<file path="src/rtl/dmem_arb_pkg.sv">
// ============================================================================
//  Module      : dmem_arb_pkg
//  Description : Shared types and constants for the data memory arbiter.
//  Revision    : 1.0 - initial release
// ============================================================================
`default_nettype none

package dmem_arb_pkg;

    localparam int DMEM_WIDTH       = 32;
    localparam int MAX_LOCK_DEFAULT = 4;

    localparam logic REQ_CORE   = 1'b0;
    localparam logic REQ_LOADER = 1'b1;

    // Fields are DMEM_WIDTH wide; the top's DATA_WIDTH must match it.
    typedef struct packed {
        logic                  valid;
        logic                  we;
        logic                  owner;
        logic [DMEM_WIDTH-1:0] addr;
        logic [DMEM_WIDTH-1:0] wdata;
    } dmem_cmd_t;

    function automatic logic [15:0] sat_inc16(input logic [15:0] v);
        return (v == 16'hFFFF) ? v : v + 16'd1;
    endfunction

endpackage

`default_nettype wire

</file>
<file path="src/rtl/rr_lock_arbiter2.sv">
// ============================================================================
//  Module      : rr_lock_arbiter2
//  Description : Two-way round-robin arbiter with a bounded grant lock.
//  Revision    : 1.0 - initial release
// ============================================================================
`default_nettype none

module rr_lock_arbiter2 #(
    parameter int MAX_LOCK  = 4,
    parameter int CNT_WIDTH = 3
) (
    input  logic       clk,
    input  logic       reset,
    input  logic [1:0] req_i,
    input  logic [1:0] lock_i,
    output logic [1:0] gnt_o
);

    localparam logic [CNT_WIDTH-1:0] LOCK_MAX = CNT_WIDTH'(MAX_LOCK);

    logic                 ptr_q, ptr_d;        // requester favoured on a tie
    logic                 own_vld_q, own_vld_d;
    logic                 own_q, own_d;
    logic [CNT_WIDTH-1:0] cnt_q, cnt_d;        // consecutive grants held by the owner
    logic                 w_lock_act;
    logic                 w_any;
    logic                 w_win;

    always_comb begin
        gnt_o      = '0;
        w_any      = 1'b0;
        w_win      = ptr_q;
        ptr_d      = ptr_q;
        own_vld_d  = 1'b0;
        own_d      = own_q;
        cnt_d      = '0;
        w_lock_act = own_vld_q && req_i[own_q] && lock_i[own_q];

        if (w_lock_act) begin
            w_any = 1'b1;
            if ((cnt_q == LOCK_MAX) && req_i[~own_q]) begin
                w_win = ~own_q;
            end else begin
                w_win = own_q;
            end
        end else if (req_i[0] && req_i[1]) begin
            w_any = 1'b1;
            w_win = ptr_q;
        end else if (req_i[0]) begin
            w_any = 1'b1;
            w_win = 1'b0;
        end else if (req_i[1]) begin
            w_any = 1'b1;
            w_win = 1'b1;
        end

        if (w_any) begin
            gnt_o[w_win] = 1'b1;
            ptr_d        = ~w_win;
            // The grant that establishes ownership counts as the first of the run.
            if (lock_i[w_win]) begin
                own_vld_d = 1'b1;
                own_d     = w_win;
                if (own_vld_q && (own_q == w_win)) begin
                    cnt_d = (cnt_q == LOCK_MAX) ? cnt_q : cnt_q + 1'b1;
                end else begin
                    cnt_d = CNT_WIDTH'(1);
                end
            end
        end
    end

    always_ff @(posedge clk) begin
        if (reset) begin
            ptr_q     <= 1'b0;
            own_vld_q <= 1'b0;
            own_q     <= 1'b0;
            cnt_q     <= '0;
        end else begin
            ptr_q     <= ptr_d;
            own_vld_q <= own_vld_d;
            own_q     <= own_d;
            cnt_q     <= cnt_d;
        end
    end

endmodule

`default_nettype wire

</file>
<file path="src/rtl/data_memory_arbiter.sv">
// ============================================================================
//  Module      : data_memory_arbiter
//  Description : Core / loader arbiter and sequencer for the single-port data
//                memory. Optional counters: DATA_MEMORY_ARBITER_PERF_EN.
//  Revision    : 1.0 - initial release
// ============================================================================
`default_nettype none

module data_memory_arbiter
    import dmem_arb_pkg::*;
#(
    parameter int DATA_WIDTH = DMEM_WIDTH,
    parameter int MAX_LOCK   = MAX_LOCK_DEFAULT,
    parameter int CNT_WIDTH  = 3
) (
    input  logic                  clk,
    input  logic                  reset,
    input  logic                  req0,
    input  logic                  req1,
    input  logic                  we0,
    input  logic                  we1,
    input  logic                  lock0,
    input  logic                  lock1,
    input  logic [DATA_WIDTH-1:0] addr0,
    input  logic [DATA_WIDTH-1:0] addr1,
    input  logic [DATA_WIDTH-1:0] wdata0,
    input  logic [DATA_WIDTH-1:0] wdata1,
    output logic                  gnt0,
    output logic                  gnt1,
    output logic                  rvalid0,
    output logic                  rvalid1,
    output logic [DATA_WIDTH-1:0] rdata,
    output logic                  mem_write,
    output logic                  mem_read,
    output logic [DATA_WIDTH-1:0] mem_addr,
    output logic [DATA_WIDTH-1:0] mem_wdata,
    input  logic [DATA_WIDTH-1:0] mem_rdata
`ifdef DATA_MEMORY_ARBITER_PERF_EN
    ,
    output logic [15:0]           grant_cnt0,
    output logic [15:0]           grant_cnt1,
    output logic [15:0]           stall_cnt0,
    output logic [15:0]           stall_cnt1
`endif
);

    dmem_cmd_t             cmd_q, cmd_d;
    logic [1:0]            rvalid_q, rvalid_d;
    logic [DATA_WIDTH-1:0] rdata_q, rdata_d;
    logic [1:0]            w_gnt_raw;
    logic [1:0]            w_gnt;
    logic                  w_cmd_live;

    rr_lock_arbiter2 #(
        .MAX_LOCK  (MAX_LOCK),
        .CNT_WIDTH (CNT_WIDTH)
    ) u_arb (
        .clk    (clk),
        .reset  (reset),
        .req_i  ({req1, req0}),
        .lock_i ({lock1, lock0}),
        .gnt_o  (w_gnt_raw)
    );

    // Outputs are forced low while reset is held so an in-flight write is dropped.
    assign w_gnt      = w_gnt_raw & {2{~reset}};
    assign w_cmd_live = cmd_q.valid & ~reset;

    always_comb begin
        cmd_d = '0;
        if (w_gnt[REQ_CORE]) begin
            cmd_d.valid = 1'b1;
            cmd_d.we    = we0;
            cmd_d.owner = REQ_CORE;
            cmd_d.addr  = addr0;
            cmd_d.wdata = wdata0;
        end else if (w_gnt[REQ_LOADER]) begin
            cmd_d.valid = 1'b1;
            cmd_d.we    = we1;
            cmd_d.owner = REQ_LOADER;
            cmd_d.addr  = addr1;
            cmd_d.wdata = wdata1;
        end
    end

    always_comb begin
        rvalid_d = '0;
        rdata_d  = rdata_q;
        if (w_cmd_live && !cmd_q.we) begin
            rvalid_d[cmd_q.owner] = 1'b1;
            rdata_d               = mem_rdata;
        end
    end

    always_ff @(posedge clk) begin
        if (reset) begin
            cmd_q    <= '0;
            rvalid_q <= '0;
            rdata_q  <= '0;
        end else begin
            cmd_q    <= cmd_d;
            rvalid_q <= rvalid_d;
            rdata_q  <= rdata_d;
        end
    end

    assign gnt0      = w_gnt[0];
    assign gnt1      = w_gnt[1];
    assign rvalid0   = rvalid_q[0] & ~reset;
    assign rvalid1   = rvalid_q[1] & ~reset;
    assign rdata     = rdata_q;
    assign mem_write = w_cmd_live & cmd_q.we;
    assign mem_read  = w_cmd_live & ~cmd_q.we;
    assign mem_addr  = w_cmd_live ? cmd_q.addr  : '0;
    assign mem_wdata = w_cmd_live ? cmd_q.wdata : '0;

`ifdef DATA_MEMORY_ARBITER_PERF_EN
    logic [15:0] grant_cnt0_q, grant_cnt1_q, stall_cnt0_q, stall_cnt1_q;

    always_ff @(posedge clk) begin
        if (reset) begin
            grant_cnt0_q <= '0;
            grant_cnt1_q <= '0;
            stall_cnt0_q <= '0;
            stall_cnt1_q <= '0;
        end else begin
            if (w_gnt[0])          grant_cnt0_q <= sat_inc16(grant_cnt0_q);
            if (w_gnt[1])          grant_cnt1_q <= sat_inc16(grant_cnt1_q);
            if (req0 && !w_gnt[0]) stall_cnt0_q <= sat_inc16(stall_cnt0_q);
            if (req1 && !w_gnt[1]) stall_cnt1_q <= sat_inc16(stall_cnt1_q);
        end
    end

    assign grant_cnt0 = grant_cnt0_q;
    assign grant_cnt1 = grant_cnt1_q;
    assign stall_cnt0 = stall_cnt0_q;
    assign stall_cnt1 = stall_cnt1_q;
`endif

endmodule

`default_nettype wire

</file>
<file path="config.mk">
export PLATFORM = sky130hd
export DESIGN_NAME = data_memory_arbiter
export DESIGN_NICKNAME = d
export VERILOG_FILES = /design/src/rtl/dmem_arb_pkg.sv /design/src/rtl/rr_lock_arbiter2.sv /design/src/rtl/data_memory_arbiter.sv
export SDC_FILE = /design/constraint.sdc
export NUM_CORES = 1
export LEC_CHECK = 0
export ABC_AREA = 1
export BUFFER_PORTS_ARGS = -buffer_cell sky130_fd_sc_hd__buf_2
export CAP_MARGIN = 5
export CORE_UTILIZATION = 30
export DETAILED_ROUTE_END_ITERATION = 6
export PLACE_DENSITY = 0.63
export REMOVE_ABC_BUFFERS = 1
export SETUP_SLACK_MARGIN = 0.4
export SLEW_MARGIN = 20
export SYNTH_ARGS = -nofsm -noshare
export SYNTH_HDL_FRONTEND = slang
export SYNTH_SLANG_ARGS = --single-unit
</file>
<file path="constraint.sdc">
create_clock -name clk -period 4.2 [get_ports clk]
set_clock_uncertainty 0.15 [all_clocks]
set_input_delay 0.42 -clock clk [delete_from_list [all_inputs] [get_ports clk]]
set_output_delay 0.42 -clock clk [all_outputs]
set_load 0.02 [all_outputs]
</file>
==> results of run 1 <==
[routing by layer]
| metal | vias to the layer above | track usage | share of wire |
|---|---|---|---|
| met1 | 1916 | 0.185 | 0.44 |
| li1 | 2380 | - | - |
| met3 | 15 | 0.0524 | 0.084 |
| met5 | - | 0 | 0 |
| met4 | 0 | 0.0574 | 0.016 |
| met2 | 185 | 0.271 | 0.46 |
[how the worst max path moves through the flow]
stage | startpoint | cells past startpoint | end
after floorplan | reset | 3 | mem_read
after global placement | u_arb.cnt_q[0]$_SDFFE_PP0P_ | 14 | cmd_q[56]$_SDFF_PP0_
after detailed placement | reset | 6 | mem_wdata[31]
after CTS | u_arb.cnt_q[0]$_SDFFE_PP0P_ | 12 | gnt1
after global routing | u_arb.cnt_q[0]$_SDFFE_PP0P_ | 12 | gnt1
final | u_arb.cnt_q[0]$_SDFFE_PP0P_ | 12 | gnt1
[power breakdown]
group	leakage (nW)	switching, mW	internal (mW)
logic	2.38	0.235	0.146
registers	0.883	0.0292	1.10
clock network	0.155	0.385	0.539
total	3.41	0.650	1.79
[flip-flops by register name (all words and copies together) (netlist names)]
signal and flops:
u_arb.ptr_q 1, u_arb.own_q 1, rvalid_q 2, u_arb.own_vld_q 1, cmd_q 67, rdata 32
u_arb.cnt_q 3
[cell families after synthesis]
kind of cell | after synthesis | synth area share
compound gates | 38 | 0.0429
xor+xnor | 2 | 0.00390
fa+ha+maj | 2 | 0.00557
buf+inv | 119 | 0.129
flops | 107 | 0.476
simple gates | 373 | 0.342
[stage by stage]
| stage | instances | utilization |
|---|---|---|
| 2_1_floorplan | 610 | - |
| 3_3_place_gp | 1069 | 0.403 |
| 3_5_place_dp | 1069 | 0.403 |
| 4_1_cts | 1085 | 0.425 |
| 5_1_grt | 1085 | 0.425 |
| 6_report | 1086 | 0.426 |
[worst reg2reg max path, delay by kind of cell, from the launching register on]
| kind | cells | cell delay (ps) |
|---|---|---|
| adder cells (fa/ha/maj) | 1 | 210 |
| buffers and inverters | 5 | 950 |
| flip-flops | 1 | 340 |
| AND/OR/NAND/NOR | 8 | 760 |
[synthesized netlist by cell type, types with 2 or more instances]
master	n	share of area
clkbuf_1	6	0.0050
xor2_1	2	0.0039
inv_1	83	0.069
ha_1	2	0.0056
nand3_2	2	0.0045
buf_12	5	0.022
nor2_1	78	0.065
nand2_2	42	0.058
dfxtp_1	107	0.48
o21ai_1	3	0.0033
nand3_1	6	0.0067
a21oi_1	3	0.0033
nand2_1	242	0.20
buf_6	5	0.013
o21ai_0	31	0.035
buf_2	10	0.011
buf_1	5	0.0042
inv_2	4	0.0033
[final cells by class]
cell class	instances	area share
diodes	1	0.000403
repair buffers	275	0.224
clock buffers	10	0.0385
well taps	184	0.0371
flip-flops and latches	107	0.345
multi-input cells	415	0.287
clock inverters	6	0.0143
inverters	88	0.0536
==> impl_metrics.py, run 1 <==
metrics = {
    "synth": {
        "synth.yosys.seq_area_share": 0.476,
        "syn_area_sq_um": 4500,
        "synth-edff-count": 0,
        "ys_warn_count": 0,
        "ys_types": 23,
        "ys_async_sr_fraction": 0,
        "ys_ff_latch": 107,
        "syn_inst": 641,
        "syn_avg_cell_area_sq_um": 7.01,
        "synthFlopType": "dfxtp_1",
    },
    "worst_setup_path": {
        "worst-setup-path-type": "reg -> out",
        "worst_ep_required_time_ps": 3630,
        "endpoint_kind": "primary output",
        "cpPeakStageDelay_ps": 340,
        "path_cells": "inv_1 -> ha_1 -> nand2_1 -> inv_2 -> nand2_1 -> nand2_2 -> inv_1 -> nand2_1 -> nand2_2 -> nand2_4 -> inv_4 -> buf_2",
        "r2r_cells": 14,
        "worst-r2r-setup-slack_ps": 1760,
        "critical-path-top-delay-family": "buffers and inverters",
        "reg2reg_from": "u_arb.cnt_q[0]$_SDFFE_PP0P_",
        "cp_max_fo": 31,
        "path_common_cell": "nand2_1",
        "r2r-end": "cmd_q[56]$_SDFF_PP0_",
        "start_kind": "flip-flop",
        "worstPathArrival_ps": 2200,
        "crit_slowest_cell": "dfxtp_1",
        "crit_buf_inv": 5,
    },
    "timing": {
        "hold_viol_final": 0,
        "tns_ps": 0,
        "tightestPinTransition_ps": 708,
        "slew_headroom": 0.528,
        "finalCritPeriodShare": 0.660,
        "grt_setup_unrepaired": "false",
        "setup_ws_ps": 1430,
        "fin_crit_ps": 2770,
        "finalSetupViolations": 0,
        "max_freq_ghz": 0.361,
        "final_max_slew_viol_count": 0,
        "fin_hold_ws_ps": 105,
    },
    "worst_hold_path": {
        "hold_end": "cmd_q[10]$_SDFF_PP0_",
        "min_from": "wdata1[10]",
        "hold_depth": 3,
        "worstHoldPathType": "in -> reg",
    },
    "placed_design": {
        "portBuffers": 269,
        "dp_hpwl_mm": 8.94,
        "place_ws_ps": 1720,
        "gp_congestion": 0.799,
        "dpl-instance-area_sq_um": 5880,
    },
    "routing": {
        "wl_per_cell_um": 11.1,
        "vias": 4496,
        "drt-vias-per-instance": 4.14,
        "drt_iter0_drc": 140,
        "first_pass_iters": 4,
        "ant_nets": 0,
        "routed_wl_mm": 12.0,
        "drc": 0,
    },
    "clocking": {
        "clock_latency_ps": 350,
        "clock_sinks": 107,
        "cts_resized": 0,
        "postCtsHoldBufs": 0,
        "cts_buffer_depth": 2,
        "cts_root_buf": "clkbuf_16",
        "path_clk_slew_ps": 70,
        "cts_tree": "built",
        "cts_made_buffers": 9,
        "cts_setup_buffers": 0,
        "htreeDepth": 3,
    },
    "layout": {
        "fill_cells": 1577,
        "synthToLayoutAreaGrowth_pct": 38.1,
        "seqCellArea_sq_um": 2140,
        "multiInputGateArea_sq_um": 1780,
        "design_area_sq_um": 6210,
        "fin_nets": 1066,
        "layout_commonest_cell": "buf_2",
        "final_cell_mix": "buf_2, nand2_1, dfxtp_1",
        "layout-drive-gt1-share": 0.382,
    },
    "floorplan": {
        "core_sq_um": 14600,
        "initial_core_util": 0.308,
        "io_pins": 270,
        "die_h_um": 124,
        "dieArea_sq_um": 15500,
        "die_w_um": 124,
        "placementRows": 44,
    },
    "power": {
        "peakVddDrop_v": 0.000221,
        "p_total_mw": 2.44,
        "leakage_nw": 3.41,
        "power.density_nw_per_um2": 392,
    },
    "grt": {
        "track_usage": 0.159,
        "antenna_found_initial": 0,
        "overflow": 0,
        "grt_pass1_vias": 4176,
        "grt_pass1_wl_mm": 19.8,
        "grt_max_degree": 66,
    },
    "run_status": {
        "outcome": "completed",
    },
    "flow_run": {
        "maxCapViolations": 0,
    },
}
(Power assumes the default switching activity.)
==> run 2: changes to the inputs <==
Clock period 4.2 ns to 2.85 ns, I/O delays scaled along.
==> run 2 against run 1 <==
Against the previous run: power up 49%; via count up 18%; final cell count rose by 15%; critical endpoint unchanged.
==> impl_metrics.py, run 2 (synthesis results as in run 1) <==
metrics = {
    "run_status": {
        "outcome": "completed",
    },
    "layout": {
        "layout-drive-gt1-share": 0.329,
        "largest_register": "cmd_q",
        "final_cells": 1253,
        "design_area_sq_um": 7860,
        "final_cell_mix": "buf_2, nand2_1, dlygate4sd3_1",
        "largest_register_ffs": 67,
        "layout_commonest_cell": "buf_2",
        "synthToLayoutAreaGrowth_pct": 74.9,
        "fin_nets": 1233,
    },
    "grt": {
        "track_usage": 0.198,
        "grt_pass1_vias": 5384,
        "grt_pass1_wl_mm": 24.7,
        "grt_use_met3": 0.0563,
        "overflow": 0,
        "grt_max_degree": 50,
        "antenna_found_initial": 1,
        "grt_util_met1": 0.218,
        "top_usage_layer": "met2",
        "use_met2": 0.341,
    },
    "clocking": {
        "cts_made_buffers": 9,
        "clock_sinks": 107,
        "clock_latency_ps": 340,
        "cts_buffer_depth": 2,
        "cts_root_buf": "clkbuf_16",
        "cts_tree": "built",
        "path_clk_slew_ps": 70,
        "htreeDepth": 3,
    },
    "floorplan": {
        "io_pins": 270,
        "placementRows": 44,
        "initial_core_util": 0.308,
        "die_w_um": 124,
        "die_h_um": 124,
        "dieArea_sq_um": 15500,
        "core_sq_um": 14600,
    },
    "routing": {
        "ant_nets": 0,
        "drt_iter0_drc": 217,
        "routed_wl_mm": 15.2,
        "wl_per_cell_um": 12.1,
        "vias": 5283,
        "drc": 0,
        "first_pass_iters": 4,
        "drt-vias-per-instance": 4.22,
    },
    "timing": {
        "final_max_slew_viol_count": 0,
        "max_freq_ghz": 0.433,
        "finalSetupViolations": 0,
        "tns_ps": 0,
        "finalCritPeriodShare": 0.811,
        "slew_headroom": 0.705,
        "tightestPinTransition_ps": 443,
        "setup_ws_ps": 540,
        "fin_crit_ps": 2310,
        "hold_viol_final": 0,
        "grt_setup_unrepaired": "false",
    },
    "worst_setup_path": {
        "worstPathArrival_ps": 1880,
        "path_cells": "inv_1 -> ha_1 -> nand2_2 -> inv_2 -> nand2_1 -> nand2_2 -> inv_1 -> nand2_1 -> nand2_4 -> nand2_8 -> inv_12 -> buf_4",
        "endpoint_kind": "primary output",
        "worst-setup-path-type": "reg -> out",
        "critical-path-top-delay-family": "simple AND/OR/NAND/NOR gates",
        "start_kind": "flip-flop",
        "crit_slowest_cell": "dfxtp_1",
        "crit_buf_inv": 5,
        "cp_max_fo": 7,
        "worst_ep_required_time_ps": 2410,
        "cpPeakStageDelay_ps": 340,
    },
    "power": {
        "p_switching_mw": 0.990,
        "switching_share": 0.273,
        "clkPwrFrac": 0.329,
        "leakage_nw": 4.09,
        "internal-power_mw": 2.64,
        "power.density_nw_per_um2": 461,
        "peakVddDrop_v": 0.000262,
        "power_frac_comb": 0.212,
        "seq_power_share": 0.459,
    },
    "placed_design": {
        "dp_cells": 1072,
        "dpl-instance-area_sq_um": 5910,
        "place_ws_ps": 659,
        "dp_hpwl_mm": 8.91,
        "portBuffers": 269,
        "gp_congestion": 0.825,
    },
    "flow_run": {
        "maxCapViolations": 0,
    },
    "worst_hold_path": {
        "worstHoldPathType": "in -> reg",
    },
}
run 2: cell count changes in the layout (fill, tap and decap cells not counted), sizes merged:
| cell | before | now |
|---|---|---|
| bufinv | 2 | 0 |
| clkinvlp | 2 | 3 |
| buf | 275 | 282 |
| inv | 88 | 89 |
| dlygate4sd3 | 0 | 159 |
| clkbuf | 10 | 13 |
| clkinv | 2 | 0 |
run 2: repair_timing:
action / CTS / global route
hold endpoints to repair: 94 / 0
cloned: 0 / 1
endpoints found under the setup margin: 1 / 2
buffers inserted: 0 / 4
gates resized for setup: 3 / 5
hold buffers: 159 / 0
run 2: final timing paths:
check / startpoint / endpoint / slack [ps] / depth (start not counted)
worst max register to register: u_arb.cnt_q[0]$_SDFFE_PP0P_ / cmd_q[10]$_SDFF_PP0_ / 700 / 13
worst min-delay path: mem_rdata[1] / rdata[1]$_SDFFE_PP0P_ / 10 / 3
worst max-delay path: u_arb.cnt_q[0]$_SDFFE_PP0P_ / gnt1 / 540 / 12
worst min register to register: cmd_q[64]$_SDFF_PP0_ / rvalid_q[0]$_SDFF_PP0_ / 260 / 1
run 2: through the flow:
stage / util / hold slack, ps / total power [mW]
global placement: 0.405 / 249 / 2.26
finish: 0.539 / 14.3 / 3.63
floorplan: - / 204 / 2.00
global route: 0.539 / 25.1 / 3.83
detailed placement: 0.405 / 251 / 2.27
CTS: 0.535 / 3.79 / 3.64
run 2: routing by layer:
layer,wire length (um),up-vias,part of all wire
met3,1100,48,0.072
met4,559,0,0.037
met5,0,-,0
li1,-,2714,-
met1,6300,2288,0.41
met2,7260,233,0.48
run 2: final cells by class:
| cell class | instances | area (sq um) |
|---|---|---|
| Sequential cell | 107 | 2140 |
| Multi-Input combinational cell | 415 | 1800 |
| Fill cell | 1263 | 6730 |
| Timing Repair Buffer | 441 | 3050 |
| Timing Repair inverter | 1 | 8.76 |
| Tap cell | 184 | 230 |
| Clock inverter | 3 | 22.5 |
| Antenna cell | 1 | 2.50 |
| Clock buffer | 13 | 260 |
| Inverter | 88 | 345 |
run 2: power groups by stage:
stage / logic (mW) / clock network (mW) / registers, mW
global route: 0.852 / 1.30 / 1.68
CTS: 0.741 / 1.23 / 1.67
detailed placement: 0.568 / 0 / 1.70
finish: 0.769 / 1.19 / 1.67
floorplan: 0.269 / 0 / 1.73
global placement: 0.566 / 0 / 1.70
run 2: tightest hold or removal path: stages:
cell and delay [ps]:
buf_2 90, nand2_1 50, o21ai_0 60
